==> config.mk <==
export PLATFORM = sky130hd
export DESIGN_NAME = pwm_capture_flat
export DESIGN_NICKNAME = d
export VERILOG_FILES = /design/src/rtl/pwm_capture_if.sv /design/src/rtl/pwm_capture.sv /design/src/flat_wrapper.sv
export SDC_FILE = /design/constraint.sdc
export NUM_CORES = 1
export LEC_CHECK = 0
export CAP_MARGIN = 20
export CORE_MARGIN = 1
export CORE_UTILIZATION = 53
export CTS_CLUSTER_DIAMETER = 60
export DETAILED_ROUTE_END_ITERATION = 10
export PLACE_DENSITY = 0.79
export SYNTH_ARGS = -nofsm -noshare
export SYNTH_HDL_FRONTEND = slang
export SYNTH_SLANG_ARGS = --single-unit
==> constraint.sdc <==
create_clock -name CLK -period 2.55 [get_ports CLK]
set_clock_uncertainty 0.2 [all_clocks]
set_input_delay 0.3825 -clock CLK [delete_from_list [all_inputs] [get_ports CLK]]
set_output_delay 0.3825 -clock CLK [all_outputs]
set_load 0.02 [all_outputs]
==> src/rtl/pwm_capture_if.sv <==
// Signal bundle between a PWM capture block and whoever drives its time base,
// observed waveform and start request.
interface pwm_capture_if #(
  parameter int WIDTH = 13
);
  logic [WIDTH-1:0] TIME_CNT;
  logic             PWM_IN;
  logic             START;
  logic             BUSY;
  logic             VALID;
  logic [WIDTH-1:0] RISE_OUT;
  logic [WIDTH-1:0] FALL_OUT;
  logic             FULL_WIDTH_OUT;
  logic             ERR;

  modport master (
    output TIME_CNT, PWM_IN, START,
    input  BUSY, VALID, RISE_OUT, FALL_OUT, FULL_WIDTH_OUT, ERR
  );

  modport slave (
    input  TIME_CNT, PWM_IN, START,
    output BUSY, VALID, RISE_OUT, FALL_OUT, FULL_WIDTH_OUT, ERR
  );
endinterface

==> src/rtl/pwm_capture.sv <==
// Recovers rise/fall times of one PWM period against the shared time base.
// Define PWM_CAPTURE_CONTINUOUS_EN to re-measure every period after one START.
module pwm_capture #(
  parameter int WIDTH   = 13,
  parameter int LATENCY = 1
) (
  input  logic          CLK,
  input  logic          RST_N,
  pwm_capture_if.slave  bus
);
  localparam logic [WIDTH-1:0] T_MAX = '1;

  typedef enum logic [1:0] {S_IDLE, S_ARM, S_MEASURE, S_DONE} state_t;

  state_t           state_reg, state_next;
  logic [WIDTH-1:0] t_a;
  logic             p_prev_reg;
  logic [1:0]       rise_cnt_reg, rise_cnt_next;
  logic [1:0]       fall_cnt_reg, fall_cnt_next;
  logic [WIDTH-1:0] rise_time_reg, rise_time_next;
  logic [WIDTH-1:0] fall_time_reg, fall_time_next;
  logic [WIDTH-1:0] rise_out_reg, fall_out_reg;
  logic             full_out_reg, err_out_reg;
  logic [WIDTH-1:0] cls_rise, cls_fall;
  logic             cls_full, cls_err;
  logic             rise_edge, fall_edge;
  logic             busy, valid, proc, clear, last_sample;

  // Align the time base with the pipeline that produced PWM_IN.
  if (LATENCY == 0) begin : g_no_dly
    assign t_a = bus.TIME_CNT;
  end else begin : g_dly
    logic [WIDTH-1:0] dly_reg [LATENCY];
    always_ff @(posedge CLK) begin
      if (!RST_N) begin
        for (int i = 0; i < LATENCY; i++) dly_reg[i] <= '0;
      end else begin
        dly_reg[0] <= bus.TIME_CNT;
        for (int i = 1; i < LATENCY; i++) dly_reg[i] <= dly_reg[i-1];
      end
    end
    assign t_a = dly_reg[LATENCY-1];
  end

  assign rise_edge = bus.PWM_IN & ~p_prev_reg;
  assign fall_edge = ~bus.PWM_IN & p_prev_reg;

  always_ff @(posedge CLK) begin
    if (!RST_N) state_reg <= S_IDLE;
    else        state_reg <= state_next;
  end

  always_comb begin
    state_next  = state_reg;
    busy        = 1'b1;
    valid       = 1'b0;
    proc        = 1'b0;
    clear       = 1'b0;
    last_sample = 1'b0;
    case (state_reg)
      S_IDLE: begin
        busy = 1'b0;
        if (bus.START) state_next = S_ARM;
      end
      S_ARM: begin
        if (t_a == T_MAX) begin
          state_next = S_MEASURE;
          clear      = 1'b1;
        end
      end
      S_MEASURE: begin
        proc = 1'b1;
        if (t_a == T_MAX) begin
          state_next  = S_DONE;
          last_sample = 1'b1;
          clear       = 1'b1;
        end
      end
      S_DONE: begin
        valid = 1'b1;
`ifdef PWM_CAPTURE_CONTINUOUS_EN
        // The DONE cycle carries the t_a=0 sample of the next period.
        state_next = S_MEASURE;
        proc       = 1'b1;
`else
        state_next = S_IDLE;
`endif
      end
      default: state_next = S_IDLE;
    endcase
  end

  always_comb begin
    rise_cnt_next  = rise_cnt_reg;
    fall_cnt_next  = fall_cnt_reg;
    rise_time_next = rise_time_reg;
    fall_time_next = fall_time_reg;
    if (rise_edge) begin
      if (rise_cnt_reg == 2'd0) rise_time_next = t_a;
      if (rise_cnt_reg != 2'd3) rise_cnt_next  = rise_cnt_reg + 2'd1;
    end
    if (fall_edge) begin
      if (fall_cnt_reg == 2'd0) fall_time_next = t_a;
      if (fall_cnt_reg != 2'd3) fall_cnt_next  = fall_cnt_reg + 2'd1;
    end
  end

  // Classify from the next-state counts so the final sample's edge is included.
  always_comb begin
    cls_rise = '0;
    cls_fall = '0;
    cls_full = 1'b0;
    cls_err  = 1'b0;
    if (rise_cnt_next == 2'd1 && fall_cnt_next == 2'd1) begin
      cls_rise = rise_time_next;
      cls_fall = fall_time_next;
    end else if (rise_cnt_next == 2'd0 && fall_cnt_next == 2'd0) begin
      cls_full = bus.PWM_IN;
    end else begin
      cls_err  = 1'b1;
      cls_rise = rise_time_next;
      cls_fall = fall_time_next;
    end
  end

  always_ff @(posedge CLK) begin
    if (!RST_N) begin
      p_prev_reg    <= 1'b0;
      rise_cnt_reg  <= '0;
      fall_cnt_reg  <= '0;
      rise_time_reg <= '0;
      fall_time_reg <= '0;
      rise_out_reg  <= '0;
      fall_out_reg  <= '0;
      full_out_reg  <= 1'b0;
      err_out_reg   <= 1'b0;
    end else begin
      p_prev_reg <= bus.PWM_IN;
      if (last_sample) begin
        rise_out_reg <= cls_rise;
        fall_out_reg <= cls_fall;
        full_out_reg <= cls_full;
        err_out_reg  <= cls_err;
      end
      if (clear) begin
        rise_cnt_reg  <= '0;
        fall_cnt_reg  <= '0;
        rise_time_reg <= '0;
        fall_time_reg <= '0;
      end else if (proc) begin
        rise_cnt_reg  <= rise_cnt_next;
        fall_cnt_reg  <= fall_cnt_next;
        rise_time_reg <= rise_time_next;
        fall_time_reg <= fall_time_next;
      end
    end
  end

  assign bus.BUSY           = busy;
  assign bus.VALID          = valid;
  assign bus.RISE_OUT       = rise_out_reg;
  assign bus.FALL_OUT       = fall_out_reg;
  assign bus.FULL_WIDTH_OUT = full_out_reg;
  assign bus.ERR            = err_out_reg;
endmodule

==> src/flat_wrapper.sv <==
// flat-port wrapper written by rule: the top's interface ports become plain ports
module pwm_capture_flat 
#(
  parameter int WIDTH   = 13,
  parameter int LATENCY = 1
)
  (CLK, RST_N, bus_TIME_CNT, bus_PWM_IN, bus_START, bus_BUSY, bus_VALID, bus_RISE_OUT, bus_FALL_OUT, bus_FULL_WIDTH_OUT, bus_ERR);
  pwm_capture_if #(.WIDTH(WIDTH)) bus_i ();
  input  logic CLK;
  input  logic RST_N;
  input wire logic [$bits(bus_i.TIME_CNT)-1:0] bus_TIME_CNT;
  input wire logic [$bits(bus_i.PWM_IN)-1:0] bus_PWM_IN;
  input wire logic [$bits(bus_i.START)-1:0] bus_START;
  output wire logic [$bits(bus_i.BUSY)-1:0] bus_BUSY;
  output wire logic [$bits(bus_i.VALID)-1:0] bus_VALID;
  output wire logic [$bits(bus_i.RISE_OUT)-1:0] bus_RISE_OUT;
  output wire logic [$bits(bus_i.FALL_OUT)-1:0] bus_FALL_OUT;
  output wire logic [$bits(bus_i.FULL_WIDTH_OUT)-1:0] bus_FULL_WIDTH_OUT;
  output wire logic [$bits(bus_i.ERR)-1:0] bus_ERR;
  assign bus_i.TIME_CNT = bus_TIME_CNT;
  assign bus_i.PWM_IN = bus_PWM_IN;
  assign bus_i.START = bus_START;
  assign bus_BUSY = bus_i.BUSY;
  assign bus_VALID = bus_i.VALID;
  assign bus_RISE_OUT = bus_i.RISE_OUT;
  assign bus_FALL_OUT = bus_i.FALL_OUT;
  assign bus_FULL_WIDTH_OUT = bus_i.FULL_WIDTH_OUT;
  assign bus_ERR = bus_i.ERR;
  pwm_capture #(.WIDTH(WIDTH), .LATENCY(LATENCY)) u_core (.CLK(CLK), .RST_N(RST_N), .bus(bus_i));
endmodule
==> results.rst <==
.. list-table::
   :header-rows: 1

   * - Metric
     - Value
   * - Maximum number of pins on one net before global-route repair
     - 36
   * - Mapped Avg Cell Area
     - 9.31 µm²
   * - Clock H-tree levels
     - 3
   * - Setup slack of the most critical reg-to-reg path
     - 0.37 ns
   * - Wire length after detailed routing
     - 6460 µm
   * - Critical path's largest stage delay
     - 0.59 ns
   * - RSZ-0062 raised after global routing
     - false
   * - First-pass DRT Iterations
     - 4
   * - Fin cells
     - 447
   * - Root Driver
     - clkbuf_8
   * - Cells along the critical path
     - inv_1 -> ha_1 -> inv_1 -> clkdlybuf4s50_1
   * - Total Die Area
     - 6050 µm²
   * - Lkg Pwr
     - 1.36 nW
   * - Congestion Overflow GR
     - 0
   * - Std-Cell Rows
     - 27
   * - Net count, final
     - 393
   * - Die height
     - 77.8 µm
   * - Sinks on the clock net
     - 74
   * - Global-route usage over all layers
     - 0.238
   * - Reg-to-reg critical path startpoint
     - u_core.g_dly.dly_reg[0][8]$_SDFF_PN0_
   * - Starting density of the core
     - 0.553
   * - Share of synthesized area occupied by flip-flops and latches
     - 0.487
   * - Final max-slew violation count
     - 0
   * - Highest metal layer with signal wires
     - met4
   * - Initial antenna violation count
     - 0
   * - Cell area after technology mapping
     - 3040 µm²
   * - Commonest non-fill, non-tap cell in the layout
     - dfxtp_1
   * - CP Launch Point
     - u_core.state_reg[0]$_SDFFE_PN0P_
   * - Total instance count after detailed placement
     - 432
   * - Max-cap viol count
     - 0
   * - Vias per cell
     - 5.50
   * - Ratio of total power to cell area
     - 712 nW/µm²
   * - Pin slew with the least headroom to its limit
     - 0.475 ns
   * - GP Congestion
     - 0.791
   * - Detail Route met2 WL
     - 3210 µm
   * - Cell type group with the largest total delay on the critical path
     - buffers and inverters
   * - Count of antenna diodes in the layout
     - 0
   * - Worst Path Buf+Inv
     - 3
   * - Wire length of the first global-routing pass
     - 11,200 µm
   * - Classification of the worst setup path
     - reg -> out
   * - Final setup viols
     - 0
   * - Detailed placer's ending HPWL
     - 4340 µm
   * - Clock transition time at the flip-flop clock pins of the worst setup and hold paths
     - 0.07 ns
   * - Critical path data arrival time
     - 1.74 ns
   * - Maximum ir drop on the vdd rail
     - 0.615 mV
   * - Count of warnings emitted by yosys
     - 0
   * - Element type at the critical path start
     - flop
   * - DR WL/cell
     - 14.4 µm
   * - Synthesized netlist cell count
     - 327
   * - Post-synthesis register bit count
     - 74
   * - DR vias
     - 2,457
   * - Worst Min Path Start
     - u_core.bus.RISE_OUT[12]$_SDFFE_PN0P_
   * - CTS tree
     - yes
   * - TritonCTS buffer count
     - 9
   * - Library cells used by synthesis
     - 33
   * - Worst hold slack
     - 0.255 ns
   * - Final hold violation count
     - 0
   * - Die Span X
     - 77.8 µm
   * - Post-route antenna net violation count
     - 0
   * - Worst min-delay path category
     - reg -> reg
   * - Buffer count from post-CTS setup fixing
     - 0
   * - Nets in the synthesized netlist
     - 349
   * - Via count of the first global-routing pass
     - 2,317
   * - Leading cell types in the layout, fill and taps excluded
     - dfxtp_1 (74), nand2_1 (58), clkdlybuf4s50_1 (46)
   * - Crit end category
     - primary output
   * - Source-to-sink clock delay at the later pin of the worst-skew pair
     - 0.35 ns
   * - Final worst path period share
     - 0.911
   * - CP max-delay cell
     - clkdlybuf4s50_1
   * - PostCTS Resize Cnt
     - 0
   * - Proportion of layout cells with a drive suffix above 1
     - 0.144
   * - Run status
     - finished clean
   * - Top-level port count
     - 47
   * - Violation count after the first detailed-routing iteration
     - 177
   * - WP data required
     - 1.97 ns
   * - Total length of routed met3 wires
     - 238 µm
   * - Maximum buffer depth of the clock tree
     - 2
   * - Post-Route Setup TNS
     - 0 ns
   * - Wire length the detailed router placed on met1
     - 2890 µm
   * - Area overhead of the layout relative to synthesis
     - 26.6%
   * - Critical path fanouts, max
     - 4
   * - Worst-case headroom to the max-slew limit
     - 0.682
   * - Clock period minus final worst setup slack
     - 2.32 ns
   * - Critical Path Most Common Cell
     - inv_1
   * - DRC errors left
     - 0
   * - Number of I/O port buffers
     - 46
   * - Fmax
     - 431 MHz
   * - Number of buffers inserted for hold repair after clock tree synthesis
     - 0
   * - Floorplan core area
     - 5510 µm²
-- report_power, final --
part / internal (W) / switching, W / total (W)
logic: 0.000168 / 0.000239 / 0.000406
clock network: 0.000675 / 0.000415 / 0.00109
registers: 0.00119 / 0.0000506 / 0.00125
-- through the flow --
stage	util	instance area, µm²	power (W)	worst slack, ns
floorplan	-	3040	0.00153	0.521
global placement	0.656	3610	0.00165	0.211
detailed placement	0.656	3610	0.00167	0.123
CTS	0.700	3850	0.00276	0.212
global route	0.700	3850	0.00286	0.152
finish	0.700	3850	0.00274	0.228
-- cell usage after synthesis --
cell | n | area share
a21bo_2 | 1 | 0.0033
a21oi_1 | 29 | 0.048
a31oi_1 | 1 | 0.0021
and2_1 | 14 | 0.029
and2b_2 | 1 | 0.0029
and3_1 | 1 | 0.0021
and4b_2 | 1 | 0.0037
buf_2 | 8 | 0.013
buf_4 | 1 | 0.0025
buf_6 | 3 | 0.011
clkbuf_1 | 12 | 0.015
dfxtp_1 | 74 | 0.49
ha_1 | 5 | 0.021
inv_1 | 5 | 0.0062
mux2i_1 | 29 | 0.095
nand2_1 | 58 | 0.072
nand3_1 | 30 | 0.049
nand4_1 | 4 | 0.0082
nor2_1 | 5 | 0.0062
nor2b_1 | 2 | 0.0041
nor3_1 | 2 | 0.0033
nor4_1 | 2 | 0.0041
nor4_4 | 1 | 0.0070
nor4b_1 | 2 | 0.0058
o211ai_1 | 1 | 0.0025
o21ai_0 | 8 | 0.013
o21ai_2 | 20 | 0.058
o22ai_1 | 1 | 0.0021
o311ai_4 | 1 | 0.0086
o41a_1 | 1 | 0.0037
or4_2 | 1 | 0.0029
or4_4 | 1 | 0.0037
xnor2_1 | 2 | 0.0058
-- worst paths after layout --
kind                                          end  cells after the start
max                                      bus_BUSY                      4
min          u_core.bus.RISE_OUT[12]$_SDFFE_PN0P_                      2
max reg2reg  u_core.rise_time_reg[0]$_SDFFE_PP0P_                      5
min reg2reg  u_core.bus.RISE_OUT[12]$_SDFFE_PN0P_                      2
-- logic make-up after synthesis --
family,Yosys count,share of synthesized area
buf+inv,29,0.0477
fa+ha+maj,5,0.0206
compound gates,63,0.141
flops,74,0.487
xor+xnor,2,0.00576
simple gates,125,0.203
mux,29,0.0954
-- tightest hold or removal path: cells and delay by family (launching register included) --
kind | cells | cell delay (ns)
compound gates | 1 | 0.04
simple gates | 1 | 0.06
flops | 1 | 0.33
-- metal layers --
metal / vias up / track usage
li1: 1218 / -
met1: 1162 / 0.304
met2: 62 / 0.387
met3: 15 / 0.0424
met4: 0 / 0.117
met5: - / 0
-- area by class of cell --
cell class                      instances  area, µm²
Clock buffer                           11        141
Clock inverter                          4       98.8
Fill cell                             412       1650
Inverter                                5       18.8
Multi-Input combinational cell        224       1430
Sequential cell                        74       1480
Tap cell                               72       90.1
Timing Repair Buffer                   57        593
Power figures use the tool's default switching activity.
